--- src/rtl/icache_pkg.sv ---
// ---------------------------------------------------------------------------
// icache_pkg
// Shared types and constants for the direct-mapped instruction cache:
//   ADDR_TYPE / INST_TYPE  - 32-bit address and instruction words
//   TRUE / FALSE           - single-bit flag constants
//   INST_RESET             - value of the instruction output after reset
//   ICACHE_INDEX_BITS      - default log2 of the line count
//   state_t                - controller states (IDLE, MISS, DRAIN)
// ---------------------------------------------------------------------------
package icache_pkg;

  typedef logic [31:0] ADDR_TYPE;
  typedef logic [31:0] INST_TYPE;

  localparam logic     TRUE       = 1'b1;
  localparam logic     FALSE      = 1'b0;
  localparam INST_TYPE INST_RESET = 32'h0000_0000;

  localparam int ICACHE_INDEX_BITS = 6;

  typedef enum logic [1:0] {
    IDLE  = 2'd0,  // accepting fetches
    MISS  = 2'd1,  // waiting for the fill word, reply goes to the fetcher
    DRAIN = 2'd2   // flushed while waiting; fill the line, discard the reply
  } state_t;

endpackage

--- src/rtl/icache_array.sv ---
// ---------------------------------------------------------------------------
// icache_array
// Valid/tag/data storage for the direct-mapped instruction cache.
// Ports:
//   clk_in, rst_in      - clock, synchronous active-high reset (clears valid)
//   rd_index            - combinational read port index
//   rd_valid/tag/data   - contents of the addressed line
//   we                  - write enable (caller already qualifies it with rdy)
//   wr_index/tag/data   - line written on the rising edge when we=1
// ---------------------------------------------------------------------------
module icache_array
  import icache_pkg::*;
#(
  parameter int INDEX_BITS = ICACHE_INDEX_BITS,
  parameter int TAG_BITS   = 32 - 2 - ICACHE_INDEX_BITS
) (
  input  logic                  clk_in,
  input  logic                  rst_in,
  input  logic [INDEX_BITS-1:0] rd_index,
  output logic                  rd_valid,
  output logic [TAG_BITS-1:0]   rd_tag,
  output INST_TYPE              rd_data,
  input  logic                  we,
  input  logic [INDEX_BITS-1:0] wr_index,
  input  logic [TAG_BITS-1:0]   wr_tag,
  input  INST_TYPE              wr_data
);

  localparam int LINES = 1 << INDEX_BITS;

  logic [LINES-1:0]    valid;
  logic [TAG_BITS-1:0] tag_mem  [LINES];
  INST_TYPE            data_mem [LINES];

  // NOTE: sequential state is assigned with <= so every flop samples the
  // pre-edge values; blocking assignments here would create ordering races.
  always_ff @(posedge clk_in) begin
    if (rst_in) begin
      valid <= '0;
    end else if (we) begin
      valid[wr_index] <= TRUE;
    end
  end

  // NOTE: only the valid bits are reset; tag/data contents are meaningless
  // until their valid bit is set, and a reset would stop RAM inference.
  always_ff @(posedge clk_in) begin
    if (we) begin
      tag_mem[wr_index]  <= wr_tag;
      data_mem[wr_index] <= wr_data;
    end
  end

  assign rd_valid = valid[rd_index];
  assign rd_tag   = tag_mem[rd_index];
  assign rd_data  = data_mem[rd_index];

endmodule

--- src/rtl/icache.sv ---
// ---------------------------------------------------------------------------
// icache
// Direct-mapped instruction cache, one 32-bit instruction per line, between
// the instruction fetcher and the memory controller.
// Ports:
//   clk_in, rst_in           - clock, synchronous active-high reset
//   rdy_in                   - global enable; low freezes all state
//   clear_in                 - pipeline flush; drops/suppresses pending reply
//   fetch_valid_in/pc_in     - fetch request (pc bits [1:0] ignored)
//   inst_valid_out, inst_out - one-cycle reply pulse and instruction
//   busy_out                 - miss outstanding; fetch requests are ignored
//   mem_enable_out/addr_out  - word-read request to the memory controller
//   mem_done_in/data_in      - read completion pulse and data
// ---------------------------------------------------------------------------
module icache
  import icache_pkg::*;
#(
  parameter int INDEX_BITS = ICACHE_INDEX_BITS
) (
  input  logic     clk_in,
  input  logic     rst_in,
  input  logic     rdy_in,
  input  logic     clear_in,
  input  logic     fetch_valid_in,
  input  ADDR_TYPE fetch_pc_in,
  output logic     inst_valid_out,
  output INST_TYPE inst_out,
  output logic     busy_out,
  output logic     mem_enable_out,
  output ADDR_TYPE mem_addr_out,
  input  logic     mem_done_in,
  input  INST_TYPE mem_data_in
);

  localparam int TAG_BITS = 32 - 2 - INDEX_BITS;

  state_t state;

  logic [INDEX_BITS-1:0] fetch_index;
  logic [TAG_BITS-1:0]   fetch_tag;
  logic [INDEX_BITS-1:0] fill_index;
  logic [TAG_BITS-1:0]   fill_tag;
  ADDR_TYPE              fetch_addr;

  logic                  rd_valid;
  logic [TAG_BITS-1:0]   rd_tag;
  INST_TYPE              rd_data;
  logic                  hit;
  logic                  fill_we;

  assign fetch_addr  = fetch_pc_in & ~ADDR_TYPE'(3);
  assign fetch_index = fetch_addr[INDEX_BITS+1:2];
  assign fetch_tag   = fetch_addr[31:INDEX_BITS+2];

  // The outstanding miss address is held in mem_addr_out, so the fill
  // location is taken from there rather than from a separate pc latch.
  assign fill_index  = mem_addr_out[INDEX_BITS+1:2];
  assign fill_tag    = mem_addr_out[31:INDEX_BITS+2];

  assign hit = rd_valid && (rd_tag == fetch_tag);

  // The line is filled on completion in both MISS and DRAIN: a flushed
  // request still brings back a correct instruction worth keeping.
  assign fill_we = rdy_in && !rst_in && mem_done_in &&
                   ((state == MISS) || (state == DRAIN));

  icache_array #(
    .INDEX_BITS (INDEX_BITS),
    .TAG_BITS   (TAG_BITS)
  ) u_array (
    .clk_in   (clk_in),
    .rst_in   (rst_in),
    .rd_index (fetch_index),
    .rd_valid (rd_valid),
    .rd_tag   (rd_tag),
    .rd_data  (rd_data),
    .we       (fill_we),
    .wr_index (fill_index),
    .wr_tag   (fill_tag),
    .wr_data  (mem_data_in)
  );

  always_ff @(posedge clk_in) begin
    if (rst_in) begin
      state          <= IDLE;
      inst_valid_out <= FALSE;
      inst_out       <= INST_RESET;
      busy_out       <= FALSE;
      mem_enable_out <= FALSE;
      mem_addr_out   <= '0;
    end else if (rdy_in) begin
      inst_valid_out <= FALSE;
      case (state)
        IDLE: begin
          if (fetch_valid_in && !clear_in) begin
            if (hit) begin
              inst_valid_out <= TRUE;
              inst_out       <= rd_data;
            end else begin
              mem_enable_out <= TRUE;
              mem_addr_out   <= fetch_addr;
              busy_out       <= TRUE;
              state          <= MISS;
            end
          end
        end
        MISS: begin
          if (mem_done_in) begin
            mem_enable_out <= FALSE;
            busy_out       <= FALSE;
            state          <= IDLE;
            if (!clear_in) begin
              inst_valid_out <= TRUE;
              inst_out       <= mem_data_in;
            end
          end else if (clear_in) begin
            // The controller cannot abort a word read; keep the request up.
            state <= DRAIN;
          end
        end
        DRAIN: begin
          if (mem_done_in) begin
            mem_enable_out <= FALSE;
            busy_out       <= FALSE;
            state          <= IDLE;
          end
        end
        default: begin
          state <= IDLE;
        end
      endcase
    end
  end

endmodule

--- config.mk ---
export PLATFORM = sky130hd
export DESIGN_NAME = icache
export DESIGN_NICKNAME = d
export VERILOG_FILES = /design/src/rtl/icache_pkg.sv /design/src/rtl/icache_array.sv /design/src/rtl/icache.sv
export SDC_FILE = /design/constraint.sdc
export NUM_CORES = 2
export LEC_CHECK = 0
export ABC_CLOCK_PERIOD_IN_PS = 11700
export BUFFER_PORTS_ARGS = -buffer_cell sky130_fd_sc_hd__buf_2
export CORE_MARGIN = 2
export CORE_UTILIZATION = 47
export CTS_CLUSTER_SIZE = 24
export DETAILED_ROUTE_END_ITERATION = 6
export HOLD_SLACK_MARGIN = 0.03
export PLACE_DENSITY = 0.59
export SYNTH_ARGS = -nofsm -noshare
export SYNTH_HDL_FRONTEND = slang
export SYNTH_SLANG_ARGS = --single-unit
--- constraint.sdc ---
create_clock -name clk_in -period 11.7 [get_ports clk_in]
set_input_delay 2.34 -clock clk_in [delete_from_list [all_inputs] [get_ports clk_in]]
set_output_delay 2.34 -clock clk_in [all_outputs]
set_load 0.005 [all_outputs]
-- After elaboration in Yosys (flattened, before gate mapping)
Memories as Yosys holds them, arrays and structs flattened.
Cells that the tools add are included.
- memories kept: 2
- word-level logic and storage cells: 67
- bits in writable memories: 3584
- register bits after elaboration: 130
- reduce and logical (&&, ||, !) cells: 17
- multiplexer cells: 26
- equality and inequality tests: 11
- order comparisons: 3
- bitwise logic cells: 2
- memories (name ; depth ; bits a word ; rd ports ; clocked after memory_dff ; write ports ; line ; text):
    u_array.data_mem ; 64 ; 32 ; 1 ; 0 ; 1 ; icache_array.sv:33 ; INST_TYPE data_mem [LINES];
    u_array.tag_mem ; 64 ; 24 ; 1 ; 0 ; 1 ; icache_array.sv:32 ; logic [TAG_BITS-1:0] tag_mem [LINES];
- operators with widths (operator ; number):
    $mux 32 ; 4
    $or 64x64->64 ; 1
    $pmux 32 s2 ; 1
    $eq 24x24->1 ; 1
    $lt 6x7->1 const B ; 2
    $ne 2x2->1 const B ; 6
    $mux 1 ; 11
    $mux 2 ; 5
    $reduce_and 5->1 ; 2
    $bmux 1 s6 ; 1
    $demux 1 s6 ; 1
    $ge 6x1->1 const B ; 1
    $logic_and 1x1->1 ; 6
    $pmux 2 s3 ; 1
    $reduce_and 6->1 ; 1
    $pmux 1 s2 ; 2
    $reduce_and 4->1 ; 1
    $reduce_bool 2->1 ; 2
    $ne 3x3->1 const B ; 1
    $eq 2x1->1 const B ; 1
    $eq 2x2->1 const B ; 1
    $logic_not 1->1 ; 2
    $logic_not 2->1 ; 1
    $ne 2x1->1 const B ; 1
    3 further kinds ; 3

-- Logic depth before layout (Yosys ltp)
- depth in word-level cells: 6
- gate-level depth with buffers: 18
- depth with buffers taken out: 10

-- Hierarchy
A second synthesis with hierarchy kept.
- cell total of the unflattened synthesis: 6624
- area, all modules: 141783.5 um^2
- by module, submodules not included (module ; times used ; cells an instance ; area an instance (um^2) ; sequential area each (um^2)):
    icache_array ; 1 ; 6293 ; 138497.8 ; 108904.4
    icache ; 1 ; 331 ; 3285.7 ; 1321.3

-- Worst setup path after synthesis
OpenSTA, ideal clock, no wires.
- path type: input to register
- start: input rst_in
- end: memory u_array.data_mem[30][0] in the netlist's numbering, enable pin
- setup time: 472 ps
- buffers on the path: 1
- stages on the path: 7
- path slack: 5613 ps
- data required time: 11228 ps
- arrival time: 5615 ps
- cell sequence: clkbuf_1 inv_1 and3_1 nand2_1 nor2_1 nand3_1 nor2_1
- cells in the longest elaborated chain, start to end: 6
- RTL lines (what ; line ; text):
    from (decl) ; icache.sv:21 ; input logic rst_in,
    $logic_not 1->1 ; icache.sv:64 ; assign fill_we = rdy_in && !rst_in && mem_done_in &&
    $logic_and 1x1->1 (3 in series) ; icache.sv:64 ;
    $mux 1 ; icache_array.sv:48 ; if (we) begin
    $mux 1 (implied by the code) ; icache_array.sv:50 ; data_mem[wr_index] <= wr_data;
    to (decl) ; icache_array.sv:33 ;
Every way passes these cells.

-- Worst setup path after layout
- start: input fetch_pc_in[2]
- end: register inst_out[10]
- cells in the longest elaborated chain, start to end: 5
- RTL lines (what ; line ; text):
    from (decl) ; icache.sv:25 ; input ADDR_TYPE fetch_pc_in,
    $mem_v2 64x24 / $bmux 1 s6 (equally long branches) ; -- ;
    $eq 24x24->1 / $mux 1 (equally long branches) ; icache.sv:60, icache_array.sv:54 ;
    $logic_and 1x1->1 ; icache.sv:60 ; assign hit = rd_valid && (rd_tag == fetch_tag);
    $ne 2x2->1 (no source line) ; -- ;
    $reduce_and 6->1 (no source line) ; -- ;
    to (signal assigned) ; icache.sv:98 ; inst_out <= rd_data;
    to (signal assigned) ; icache.sv:114 ; inst_out <= mem_data_in;
    to (decl) ; icache.sv:27 ; output INST_TYPE inst_out,
Parallel ways exist; a longest one is shown, timed or not. The select of a mux whose other input is x is not followed.
A chain may end at the register's enable or synchronous reset.

==> flow_metrics.env <==
export IMPL_synthArstFlopShare_pct=0
export IMPL_htree_levels=5
export IMPL_finalCritPeriodShare_pct=65.4
export IMPL_synth_edf_count=3584
export IMPL_cts_root_buffer="clkbuf_16"
export IMPL_leakage_nw=49.0
export IMPL_antenna_found_initial=23
export IMPL_drive_gt1_share_pct=28.8
export IMPL_die_area_um2=308000
export IMPL_grt_use_total_pct=27.3
export IMPL_ys_warn_count=0
export IMPL_pwr_share_seq_pct=52.6
export IMPL_ys_types=76
export IMPL_final_max_slew_viol_count=0
export IMPL_totalPowerFinal_mw=27.7
export IMPL_clk_pin_slew_worst_paths_ps=60
export IMPL_syn_inst=6301
export IMPL_syn_cell_area_um2=143000
export IMPL_violations="DRC"
export IMPL_max_cap_violations=0
export IMPL_io_pin_count=137
export IMPL_yosysTopAreaCellShare_pct=75.5
export IMPL_p_per_area_nw_per_um2=172
export IMPL_arrival_ps=8510
export IMPL_setup_viol=0
export IMPL_grt_first_pass_wirelength_um=576000
export IMPL_crit_path_max_fanout=83
export IMPL_grt_setup_unrepaired="no"
export IMPL_power_frac_clock_pct=43.1
export IMPL_synth_main_ff_cell="edfxtp_1"
export IMPL_power_internal_mw=21.8
export IMPL_vias=71500
export IMPL_hpwl_um=219000
export IMPL_crit_chain="buf_12, buf_4, mux4_2, mux4_2, mux2i_1, xnor2_1, nor4_1, a31oi_1, or3_1, o21ai_4, buf_4, o221a_1"
export IMPL_cts_resized=0
export IMPL_finalHoldViolCount=0
export IMPL_die_h_um=555
export IMPL_yosys_top_cells_area="edfxtp_1, mux4_2, dfxtp_1, mux2i_1, nor2_1"
export IMPL_cts_tree="done"
export IMPL_start_util_pct=47.2
export IMPL_cts_hold_buf=0
export IMPL_routabilityCongestion=0.817
export IMPL_numPortBuffers=132
export IMPL_synthTopCellsByCount="edfxtp_1, mux4_2, mux2i_1"
export IMPL_pwr_share_comb_pct=4.3
export IMPL_grt_use_met2_pct=43.2
export IMPL_finalClockSkew_ps=60.7
export IMPL_end_kind="flip-flop"
export IMPL_clock_latency_ps=970
export IMPL_use_met3_pct=5.03
export IMPL_met1_usage_pct=39.2
export IMPL_grt_max_degree=122
export IMPL_switchingPower_mw=5.89
export IMPL_outcome="complete, but fails checks"
export IMPL_fillers=23000
export IMPL_wl_um=423000
export IMPL_layout_nets=6753
export IMPL_syn_avg_cell_area_um2=22.6
export IMPL_yosys_cell_count_top_type="edfxtp_1"
export IMPL_core_rowCount=202
export IMPL_grt_pass1_vias=69600
export IMPL_remaining_drc_errors=2
export IMPL_max_slew_margin_rel_pct=6.35
export IMPL_cts_sinks=3714
export IMPL_ant_nets=0
export IMPL_grt_overflow=0
export IMPL_vias_per_cell=6.51
export IMPL_first_pass_iters=7
export IMPL_ys_ff_latch=3714
export IMPL_final_setup_tns_ps=0
export IMPL_fp_dieW_um=555
export IMPL_post_drt_wl_per_cell_um=38.6
export IMPL_max_clock_path_buffers=4
export IMPL_drt_iter0_markers=11200
export IMPL_crit_type="input port to flip-flop"
export IMPL_worst_ir_drop_vdd_v=0.000114
export IMPL_final_min_clock_period_ps=7650
export IMPL_cts_buffers=378
export IMPL_tightest_slew_ps=1400
export IMPL_ys_seq_area_share_pct=77.3
export IMPL_p_sw_share_pct=21.2
export IMPL_cp_slowest_stage_delay_ps=860
export IMPL_cp_start_kind="input port"
export IMPL_synth_top_area_cell="edfxtp_1"
export IMPL_core_area_um2=302000
export IMPL_min_path_type="flip-flop to flip-flop"
export IMPL_post_cts_buffers=0
export IMPL_max_freq_mhz=131
export IMPL_critical_path_slowest_cell="buf_4"
export IMPL_critPathRequiredTime_ps=12560
export IMPL_grt_busiest_layer="met2"
export IMPL_area_growth_pct=13.1
[cell usage in the layout, fill, tap and decap left out, types with 62 or more instances in the layout]
cell type / count
a21oi_1: 62
a22oi_1: 65
buf_2: 126
buf_4: 189
clkbuf_1: 102
clkbuf_16: 383
clkinv_2: 70
dfxtp_1: 106
edfxtp_1: 3584
mux2i_1: 259
mux4_2: 984
nand2_1: 168
nor2_1: 120
nor2_4: 64
[flip-flops by register name, indices dropped and copies added, names as in the netlist]
signal            flops
u_array.valid        64
inst_out             32
inst_valid_out        1
state                 2
u_array.tag_mem    1536
u_array.data_mem   2048
mem_enable_out        1
mem_addr_out         30
[worst paths after layout]
path | slack [ps] | cells past startpoint | end | from
max | 4050 | 12 | inst_out[10] | fetch_pc_in[2]
min | 470 | 1 | u_array.valid[43] | u_array.valid[43]
max reg2reg | 6600 | 11 | inst_out[10] | u_array.tag_mem[38][15]
min reg2reg | 470 | 1 | u_array.valid[43] | u_array.valid[43]
[cell type report]
| cell class | count | area (µm²) | share of cell area [%] |
|---|---|---|---|
| flip-flops and latches | 3714 | 110000 | 68.4 |
| multi-input cells | 2201 | 31000 | 19.2 |
| clock buffers | 506 | 10300 | 6.36 |
| well taps | 3978 | 4980 | 3.09 |
| repair buffers | 343 | 2590 | 1.60 |
| clock inverters | 183 | 2000 | 1.24 |
| inverters | 42 | 168 | 0.104 |
| diodes | 11 | 27.5 | 0.0171 |
[worst max-delay path: cells and delay by family]
kind	cells	cell delay, ps
and+or+nand+nor	2	1190
xor gates and xnor gates	1	100
AOI/OAI and AO/OA	3	1340
buffers and inverters	3	1950
muxes	3	1340
[power groups by stage]
stage | combinational, mW | clock [mW] | sequential, mW
floorplan | 0.714 | 0 | 14.9
global placement | 1.18 | 0 | 14.9
detailed placement | 1.19 | 0 | 14.9
CTS | 1.19 | 12.1 | 14.6
global route | 1.25 | 12.6 | 14.6
finish | 1.19 | 12.0 | 14.6
[layer usage]
metal / wire [µm] / up-vias / part of all wire, %
li1: - / 27500 / -
met1: 167000 / 39200 / 40
met2: 203000 / 4122 / 48
met3: 41700 / 626 / 9.8
met4: 11100 / 2 / 2.6
met5: 9 / - / 0.0021
[stage by stage]
| step | instance area, µm² | setup slack [ps] | util (%) | instances | hold WS (ps) |
|---|---|---|---|---|---|
| floorplan | 143000 | 5610 | - | 6302 | 435 |
| global placement | 149000 | 3100 | 49.3 | 10300 | 441 |
| detailed placement | 149000 | 3080 | 49.3 | 10300 | 446 |
| CTS | 161000 | 4050 | 53.3 | 11000 | 466 |
| global route | 161000 | 3830 | 53.3 | 11000 | 476 |
| finish | 161000 | 4050 | 53.3 | 11000 | 465 |
[cells by family after synthesis]
group | Yosys count | share of synthesized area [%]
AOI/OAI and AO/OA | 356 | 1.83
DFF | 3714 | 77.3
muxes | 1263 | 17.5
buffers and inverters | 387 | 1.34
and+or+nand+nor | 550 | 1.82
other | 1 | 0.00263
xor gates and xnor gates | 27 | 0.166
adders and majority gates | 3 | 0.0263
(Power assumes the default switching activity.)
